`config.mk`:
```
export PLATFORM = sky130hd
export DESIGN_NAME = deflate_word_packer_flat
export DESIGN_NICKNAME = d
export VERILOG_FILES = /design/src/rtl/deflate_word_packer_if.sv /design/src/rtl/deflate_word_packer.sv /design/src/flat_wrapper.sv
export SDC_FILE = /design/constraint.sdc
export NUM_CORES = 2
export LEC_CHECK = 0
export ABC_AREA = 1
export CAP_MARGIN = 20
export CORE_ASPECT_RATIO = 0.9
export CORE_MARGIN = 3
export CORE_UTILIZATION = 35
export DETAILED_ROUTE_END_ITERATION = 16
export PLACE_DENSITY_LB_ADDON = 0.2
export SKIP_CTS_REPAIR_TIMING = 1
export SLEW_MARGIN = 20
export SYNTH_ARGS = -nofsm -noshare
export SYNTH_HDL_FRONTEND = slang
export SYNTH_SLANG_ARGS = --single-unit
```
`constraint.sdc`:
```
create_clock -name clk -period 5.8 [get_ports clk]
set_clock_uncertainty 0.1 [all_clocks]
set_input_delay 1.16 -clock clk [delete_from_list [all_inputs] [get_ports clk]]
set_output_delay 1.16 -clock clk [all_outputs]
set_load 0.05 [all_outputs]
```
`src/rtl/deflate_word_packer_if.sv`:
```
// Word-packer bus bundle: the shifter-side word/flush inputs plus the beat output and stream status.
// Pure wiring; it adds no latency.
// The slave modport is the packer itself, and the master modport is its environment.
interface deflate_word_packer_if #(
    parameter int OUT_WORDS = 16,
    parameter int CNT_W     = 32
);
    logic                   in_valid;
    logic                   in_ready;
    logic [31:0]            in_data;
    logic                   flush;
    logic [63:0]            tail_data;
    logic [5:0]             tail_len;
    logic                   out_valid;
    logic [32*OUT_WORDS-1:0] out_data;
    logic                   out_last;
    logic                   out_ready;
    logic [CNT_W-1:0]       total_bytes;
    logic                   done;
    logic                   overflow;

    modport slave (
        input  in_valid, in_data, flush, tail_data, tail_len, out_ready,
        output in_ready, out_valid, out_data, out_last, total_bytes, done, overflow
    );

    modport master (
        output in_valid, in_data, flush, tail_data, tail_len, out_ready,
        input  in_ready, out_valid, out_data, out_last, total_bytes, done, overflow
    );
endinterface

```
`src/rtl/deflate_word_packer.sv`:
```
// Packs 32-bit shifter words into OUT_WORDS-wide beats, then appends the flush tail and emits a zero-padded last beat.
// Latency: the beat completed by a word or tail word is registered and appears one cycle after that word.
// Backpressure: the output register holds until out_ready. Only the word that fills the last slot stalls; words offered while stalled are dropped and flagged.
module deflate_word_packer #(
    parameter int OUT_WORDS = 16,
    parameter int CNT_W     = 32
) (
    input  logic              clk,
    input  logic              reset,
    deflate_word_packer_if.slave bus
);
    localparam int IDX_W = $clog2(OUT_WORDS);
    localparam int OW    = 32 * OUT_WORDS;
    localparam logic [IDX_W-1:0] LAST_SLOT = IDX_W'(OUT_WORDS - 1);

    localparam logic [1:0] S_ACCUM = 2'd0;
    localparam logic [1:0] S_TAIL  = 2'd1;
    localparam logic [1:0] S_EMIT  = 2'd2;

    logic [1:0]                  r_state;
    logic [IDX_W-1:0]            r_idx;
    logic [OUT_WORDS-1:0][31:0]  r_acc;
    logic [63:0]                 r_tail;
    logic [1:0]                  r_tw;
    logic                        r_last_prod;   // the out_last beat is already loaded or sent
    logic                        r_out_valid;
    logic [OW-1:0]               r_out_data;
    logic                        r_out_last;
    logic [CNT_W-1:0]            r_cnt;
    logic [CNT_W-1:0]            r_total;
    logic                        r_done;
    logic                        r_ovf;

    logic                        w_out_free;
    logic                        w_slot_ok;
    logic                        w_in_ready;
    logic                        w_in_acc;
    logic                        w_flush_acc;
    logic                        w_wr_en;
    logic [31:0]                 w_wr_dat;
    logic                        w_wr_beat;
    logic                        w_tail_final;
    logic                        w_emit_load;
    logic                        w_last_hs;
    logic [63:0]                 w_tail_mask;
    logic [1:0]                  w_tail_words;
    logic [CNT_W-1:0]            w_tail_bytes;
    logic [CNT_W-1:0]            w_cnt_add;
    logic [OUT_WORDS-1:0][31:0]  w_full;
    logic [OUT_WORDS-1:0][31:0]  w_masked;

    // Stall only when a write would complete a beat while the output register is still occupied.
    assign w_out_free   = !r_out_valid || bus.out_ready;
    assign w_slot_ok    = (r_idx != LAST_SLOT) || w_out_free;
    assign w_in_ready   = (r_state == S_ACCUM) && w_slot_ok;
    assign w_in_acc     = bus.in_valid && w_in_ready;
    assign w_flush_acc  = bus.flush && (r_state == S_ACCUM);
    assign w_wr_en      = w_in_acc || ((r_state == S_TAIL) && w_slot_ok);
    assign w_wr_dat     = (r_state == S_TAIL) ? r_tail[31:0] : bus.in_data;
    assign w_wr_beat    = w_wr_en && (r_idx == LAST_SLOT);
    assign w_tail_final = (r_state == S_TAIL) && w_wr_en && (r_tw == 2'd1);
    assign w_emit_load  = (r_state == S_EMIT) && !r_last_prod && w_out_free;
    assign w_last_hs    = (r_state == S_EMIT) && r_out_valid && bus.out_ready && r_out_last;

    assign w_tail_mask  = (64'd1 << bus.tail_len) - 64'd1;
    assign w_tail_words = 2'(({1'b0, bus.tail_len} + 7'd31) >> 5);
    assign w_tail_bytes = CNT_W'(({1'b0, bus.tail_len} + 7'd7) >> 3);
    assign w_cnt_add    = (w_in_acc ? CNT_W'(4) : '0) + (w_flush_acc ? w_tail_bytes : '0);

    // Beat images: the accumulator including this cycle's write, and the partial accumulator with unused slots zeroed.
    always_comb begin
        w_full         = r_acc;
        w_full[r_idx]  = w_wr_dat;
        w_masked       = '0;
        for (int k = 0; k < OUT_WORDS; k++) begin
            if (IDX_W'(k) < r_idx) begin
                w_masked[k] = r_acc[k];
            end
        end
    end

    // Stream control: slot index, tail shift register and ACCUM/TAIL/EMIT sequencing.
    always_ff @(posedge clk or negedge reset) begin
        if (!reset) begin
            r_state     <= S_ACCUM;
            r_idx       <= '0;
            r_tail      <= '0;
            r_tw        <= '0;
            r_last_prod <= 1'b0;
        end else begin
            if (w_last_hs) begin
                r_idx <= '0;
            end else if (w_wr_en) begin
                r_idx <= (r_idx == LAST_SLOT) ? '0 : r_idx + IDX_W'(1);
            end

            case (r_state)
                S_ACCUM: begin
                    if (w_flush_acc) begin
                        r_tail      <= bus.tail_data & w_tail_mask;
                        r_tw        <= w_tail_words;
                        r_last_prod <= 1'b0;
                        r_state     <= (w_tail_words == 2'd0) ? S_EMIT : S_TAIL;
                    end
                end
                S_TAIL: begin
                    if (w_wr_en) begin
                        r_tail <= r_tail >> 32;
                        r_tw   <= r_tw - 2'd1;
                        if (r_tw == 2'd1) begin
                            r_state     <= S_EMIT;
                            r_last_prod <= (r_idx == LAST_SLOT);
                        end
                    end
                end
                S_EMIT: begin
                    if (w_emit_load) begin
                        r_last_prod <= 1'b1;
                    end
                    if (w_last_hs) begin
                        r_last_prod <= 1'b0;
                        r_state     <= S_ACCUM;
                    end
                end
                default: r_state <= S_ACCUM;
            endcase
        end
    end

    // Accumulator slots are written by either shifter words or tail words.
    always_ff @(posedge clk or negedge reset) begin
        if (!reset) begin
            r_acc <= '0;
        end else if (w_wr_en) begin
            r_acc[r_idx] <= w_wr_dat;
        end
    end

    // Output register: load a full or final beat, or drop valid once the beat has been taken.
    always_ff @(posedge clk or negedge reset) begin
        if (!reset) begin
            r_out_valid <= 1'b0;
            r_out_data  <= '0;
            r_out_last  <= 1'b0;
        end else if (w_wr_beat) begin
            r_out_valid <= 1'b1;
            r_out_data  <= w_full;
            r_out_last  <= w_tail_final;
        end else if (w_emit_load) begin
            r_out_valid <= 1'b1;
            r_out_data  <= w_masked;
            r_out_last  <= 1'b1;
        end else if (bus.out_ready) begin
            r_out_valid <= 1'b0;
        end
    end

    // Byte accounting, completion pulse and sticky overflow.
    always_ff @(posedge clk or negedge reset) begin
        if (!reset) begin
            r_cnt   <= '0;
            r_total <= '0;
            r_done  <= 1'b0;
            r_ovf   <= 1'b0;
        end else begin
            r_done <= w_last_hs;
            if (w_last_hs) begin
                r_total <= r_cnt;
                r_cnt   <= '0;
            end else begin
                r_cnt <= r_cnt + w_cnt_add;
            end
            if (bus.in_valid && !w_in_ready) begin
                r_ovf <= 1'b1;
            end
        end
    end

    assign bus.in_ready    = w_in_ready;
    assign bus.out_valid   = r_out_valid;
    assign bus.out_data    = r_out_data;
    assign bus.out_last    = r_out_last;
    assign bus.total_bytes = r_total;
    assign bus.done        = r_done;
    assign bus.overflow    = r_ovf;
endmodule

```
`src/flat_wrapper.sv`:
```
// flat-port wrapper written by rule: the top's interface ports become plain ports
module deflate_word_packer_flat 
#(
    parameter int OUT_WORDS = 16,
    parameter int CNT_W     = 32
)
  (clk, reset, bus_in_valid, bus_in_data, bus_flush, bus_tail_data, bus_tail_len, bus_out_ready, bus_in_ready, bus_out_valid, bus_out_data, bus_out_last, bus_total_bytes, bus_done, bus_overflow);
  deflate_word_packer_if #(.OUT_WORDS(OUT_WORDS), .CNT_W(CNT_W)) bus_i ();
  input  logic clk;
  input  logic reset;
  input wire logic [$bits(bus_i.in_valid)-1:0] bus_in_valid;
  input wire logic [$bits(bus_i.in_data)-1:0] bus_in_data;
  input wire logic [$bits(bus_i.flush)-1:0] bus_flush;
  input wire logic [$bits(bus_i.tail_data)-1:0] bus_tail_data;
  input wire logic [$bits(bus_i.tail_len)-1:0] bus_tail_len;
  input wire logic [$bits(bus_i.out_ready)-1:0] bus_out_ready;
  output wire logic [$bits(bus_i.in_ready)-1:0] bus_in_ready;
  output wire logic [$bits(bus_i.out_valid)-1:0] bus_out_valid;
  output wire logic [$bits(bus_i.out_data)-1:0] bus_out_data;
  output wire logic [$bits(bus_i.out_last)-1:0] bus_out_last;
  output wire logic [$bits(bus_i.total_bytes)-1:0] bus_total_bytes;
  output wire logic [$bits(bus_i.done)-1:0] bus_done;
  output wire logic [$bits(bus_i.overflow)-1:0] bus_overflow;
  assign bus_i.in_valid = bus_in_valid;
  assign bus_i.in_data = bus_in_data;
  assign bus_i.flush = bus_flush;
  assign bus_i.tail_data = bus_tail_data;
  assign bus_i.tail_len = bus_tail_len;
  assign bus_i.out_ready = bus_out_ready;
  assign bus_in_ready = bus_i.in_ready;
  assign bus_out_valid = bus_i.out_valid;
  assign bus_out_data = bus_i.out_data;
  assign bus_out_last = bus_i.out_last;
  assign bus_total_bytes = bus_i.total_bytes;
  assign bus_done = bus_i.done;
  assign bus_overflow = bus_i.overflow;
  deflate_word_packer #(.OUT_WORDS(OUT_WORDS), .CNT_W(CNT_W)) u_core (.clk(clk), .reset(reset), .bus(bus_i));
endmodule
```
==> flow_summary.toml <==
[outcome]
status = "completed"

[route]
post_drt_wl_per_cell_um = 24.3
top_layer_used = "met4"
met1_length_mm = 98.3
remaining_drc_errors = 0
drtPass1Iterations = 7
first_iter_violations = 5226
routed-wl-met3_mm = 14.6
met2_length_mm = 96.2
vias = 47300
antenna_left = 0
drt-total-wl_mm = 215
viasPerCell = 5.34

[floorplan]
coreArea_mm2 = 0.147
io_pins = 656
die_w_um = 412
initial_core_util_pct = 35.4
dieHeight_um = 372
dieArea_mm2 = 0.153
row_count = 133

[synth]
syn_area_mm2 = 0.0520
syn_area_per_cell_um2 = 8.18
async_flop_share_pct = 100
synthTopCellsByArea = "dfrtp_1, nand2_1, o21ai_0, nand3_1, nor2_1"
synth_flop_cell = "dfrtp_1"
ys_seq_area_share_pct = 54.5
yosys_warnings = 0
synth_area_leader_cell = "dfrtp_1"
synth_common_cells = "nand2_1, dfrtp_1, o21ai_0, nand3_1, nor2_1"
synth_top_area_share_pct = 54.5
synth.most_common_cell = "nand2_1"
synth-seq-cells = 1133
syn_inst = 6357
syn_nets = 6484
yosysUniqueCellTypes = 43
synth_edf_count = 0

[setup_path]
end_kind = "output port"
r2r-start = "u_core.r_idx[0]"
path_max_fanout = 6
critPathKind = "reg -> out"
worstPathArrival_ns = 3.35
reg2reg_slack_ns = 1.53
startpoint_type = "flip-flop"
required_ns = 4.54
rr_worst_depth = 18
reg2reg_to = "u_core.r_cnt[16]"

[cts]
clock_latency_ns = 0.76
cts-root-buf = "clkbuf_16"
ctsLongestPathBuffers = 3
cts_tree = "done"
clock-sinks = 1133
path_clk_slew_ns = 0.06
ctsHtreeMaxLevel = 4
cts_inserted_buffers = 131

[power_and_ir_drop]
p_per_area_mw_per_mm2 = 666
peakVddDrop_mv = 0.508
report.power.total_mw = 43.2
power_leakage_nw = 29.2

[finish]
fin_nets = 6929
regArea_mm2 = 0.0284
final_layout_size_suffix_gt1_share_pct = 6.18
area_growth_pct = 24.8
fillerInstances = 14400
multi_input_area_mm2 = 0.0208

[sta]
finalHoldViolations = 0
slew_viol_final = 0
setup_viol = 0
fmax_mhz = 217
rsz0062_at_grt = "false"
min_period_ns = 4.61
slew_headroom_pct = 26.4
worst_pin_slew_ns = 1.10
tns_ns = 0
fin_crit_sh_pct = 79.5

[global_route]
grt_pass1_wl_mm = 312
grt_pass1_vias = 44400
grt_util_all_layers_pct = 27.5
grt_max_degree = 188
antenna_found_initial = 15
grt-ovfl-total = 0

[place]
numPortBuffers = 654
gp_congestion = 0.902
dp_hpwl_mm = 143

[job]
cap_viol_max_count = 0

[worst_hold_path]
hold_class = "in -> async"
[worst max-delay path by stage]
stage / start / slack [ns] / endpoint
final: u_core.r_idx[0] / 1.19 / bus_in_ready
after global routing: bus_tail_len[1] / 0.99 / u_core.r_cnt[18]
after CTS: u_core.r_idx[0] / 1.14 / bus_in_ready
after detailed placement: bus_tail_len[1] / 0.61 / u_core.r_cnt[16]
after global placement: bus_tail_len[1] / 0.59 / u_core.r_cnt[16]
after floorplan: bus_tail_len[1] / 1.47 / u_core.r_cnt[18]
[worst max-delay path, stage by stage, from the launching register on]
cell and delay (ns):
dfrtp_1 0.45, ha_1 0.25, inv_1 0.38, nor2_4 0.16
nand2_1 0.17, inv_1 0.08, nor2_1 0.24, clkdlybuf4s50_1 0.89
[cell type report]
cell class                 instances  share of cell area (%)
tap                             1957                    3.77
inverter                         332                    1.94
timing repair buffer             773                    11.9
clock inverter                    29                   0.607
multi-input combinational       4431                    32.0
clock buffer                     197                    6.04
sequential                      1133                    43.7
antenna                            3                  0.0116
[metrics by stage]
| step | hold WS, ns | setup WS [ns] | utilization [%] | instances | area [um2] |
|---|---|---|---|---|---|
| after floorplan | 0.343 | 1.47 | - | 6357 | 52000 |
| after global placement | 0.358 | 0.588 | 41.2 | 8625 | 60500 |
| after detailed placement | 0.362 | 0.610 | 41.3 | 8626 | 60600 |
| after CTS | 0.374 | 1.14 | 44.2 | 8852 | 64900 |
| after global routing | 0.378 | 0.992 | 44.2 | 8853 | 64900 |
| final | 0.354 | 1.19 | 44.2 | 8855 | 64900 |
[layer usage]
metal | vias to the layer above | track usage [%]
met5 | - | 0
met4 | 0 | 7.98
met3 | 264 | 4.73
met2 | 1763 | 41.8
met1 | 23400 | 40.2
li1 | 21900 | -
[kinds of logic after synthesis]
group	synth area share, %
compound gates	14.3
xor+xnor	0.202
fa+ha+maj	0.510
buf+inv	6.24
flops	54.5
simple gates	24.1
[where the power goes]
part           leakage [nW]  switching, mW  internal (mW)
Clock                  2.12           3.49           4.90
Combinational          12.5           15.8           5.77
Sequential             14.5           2.26           11.0
[cell usage in the layout (no fill, tap or decap), types with 16 or more instances in the layout]
| cell | instances |
|---|---|
| inv_1 | 298 |
| nor2_1 | 413 |
| buf_12 | 20 |
| clkbuf_16 | 132 |
| inv_2 | 19 |
| a31oi_1 | 172 |
| dfrtp_1 | 1133 |
| o211ai_1 | 137 |
| o21ai_0 | 762 |
| clkbuf_8 | 37 |
| nand4_1 | 71 |
| o31ai_1 | 96 |
| nand2_1 | 2037 |
| a21oi_1 | 74 |
| buf_4 | 98 |
| clkbuf_1 | 28 |
| clkdlybuf4s50_1 | 653 |
| o22ai_1 | 26 |
| nor2_2 | 17 |
| or2_2 | 16 |
| nand3_1 | 436 |
| ha_1 | 17 |
| o21ai_4 | 19 |
| nor3_1 | 41 |
[flip-flops by register name, summed over array words and instances (netlist names), 2 cells and up]
name                    cells
u_core.bus.out_data       512
u_core.bus.total_bytes     32
u_core.r_acc              480
u_core.r_cnt               32
u_core.r_idx                4
u_core.r_state              2
u_core.r_tail              64
u_core.r_tw                 2
Note: power is estimated with default switching activity, not from simulation.
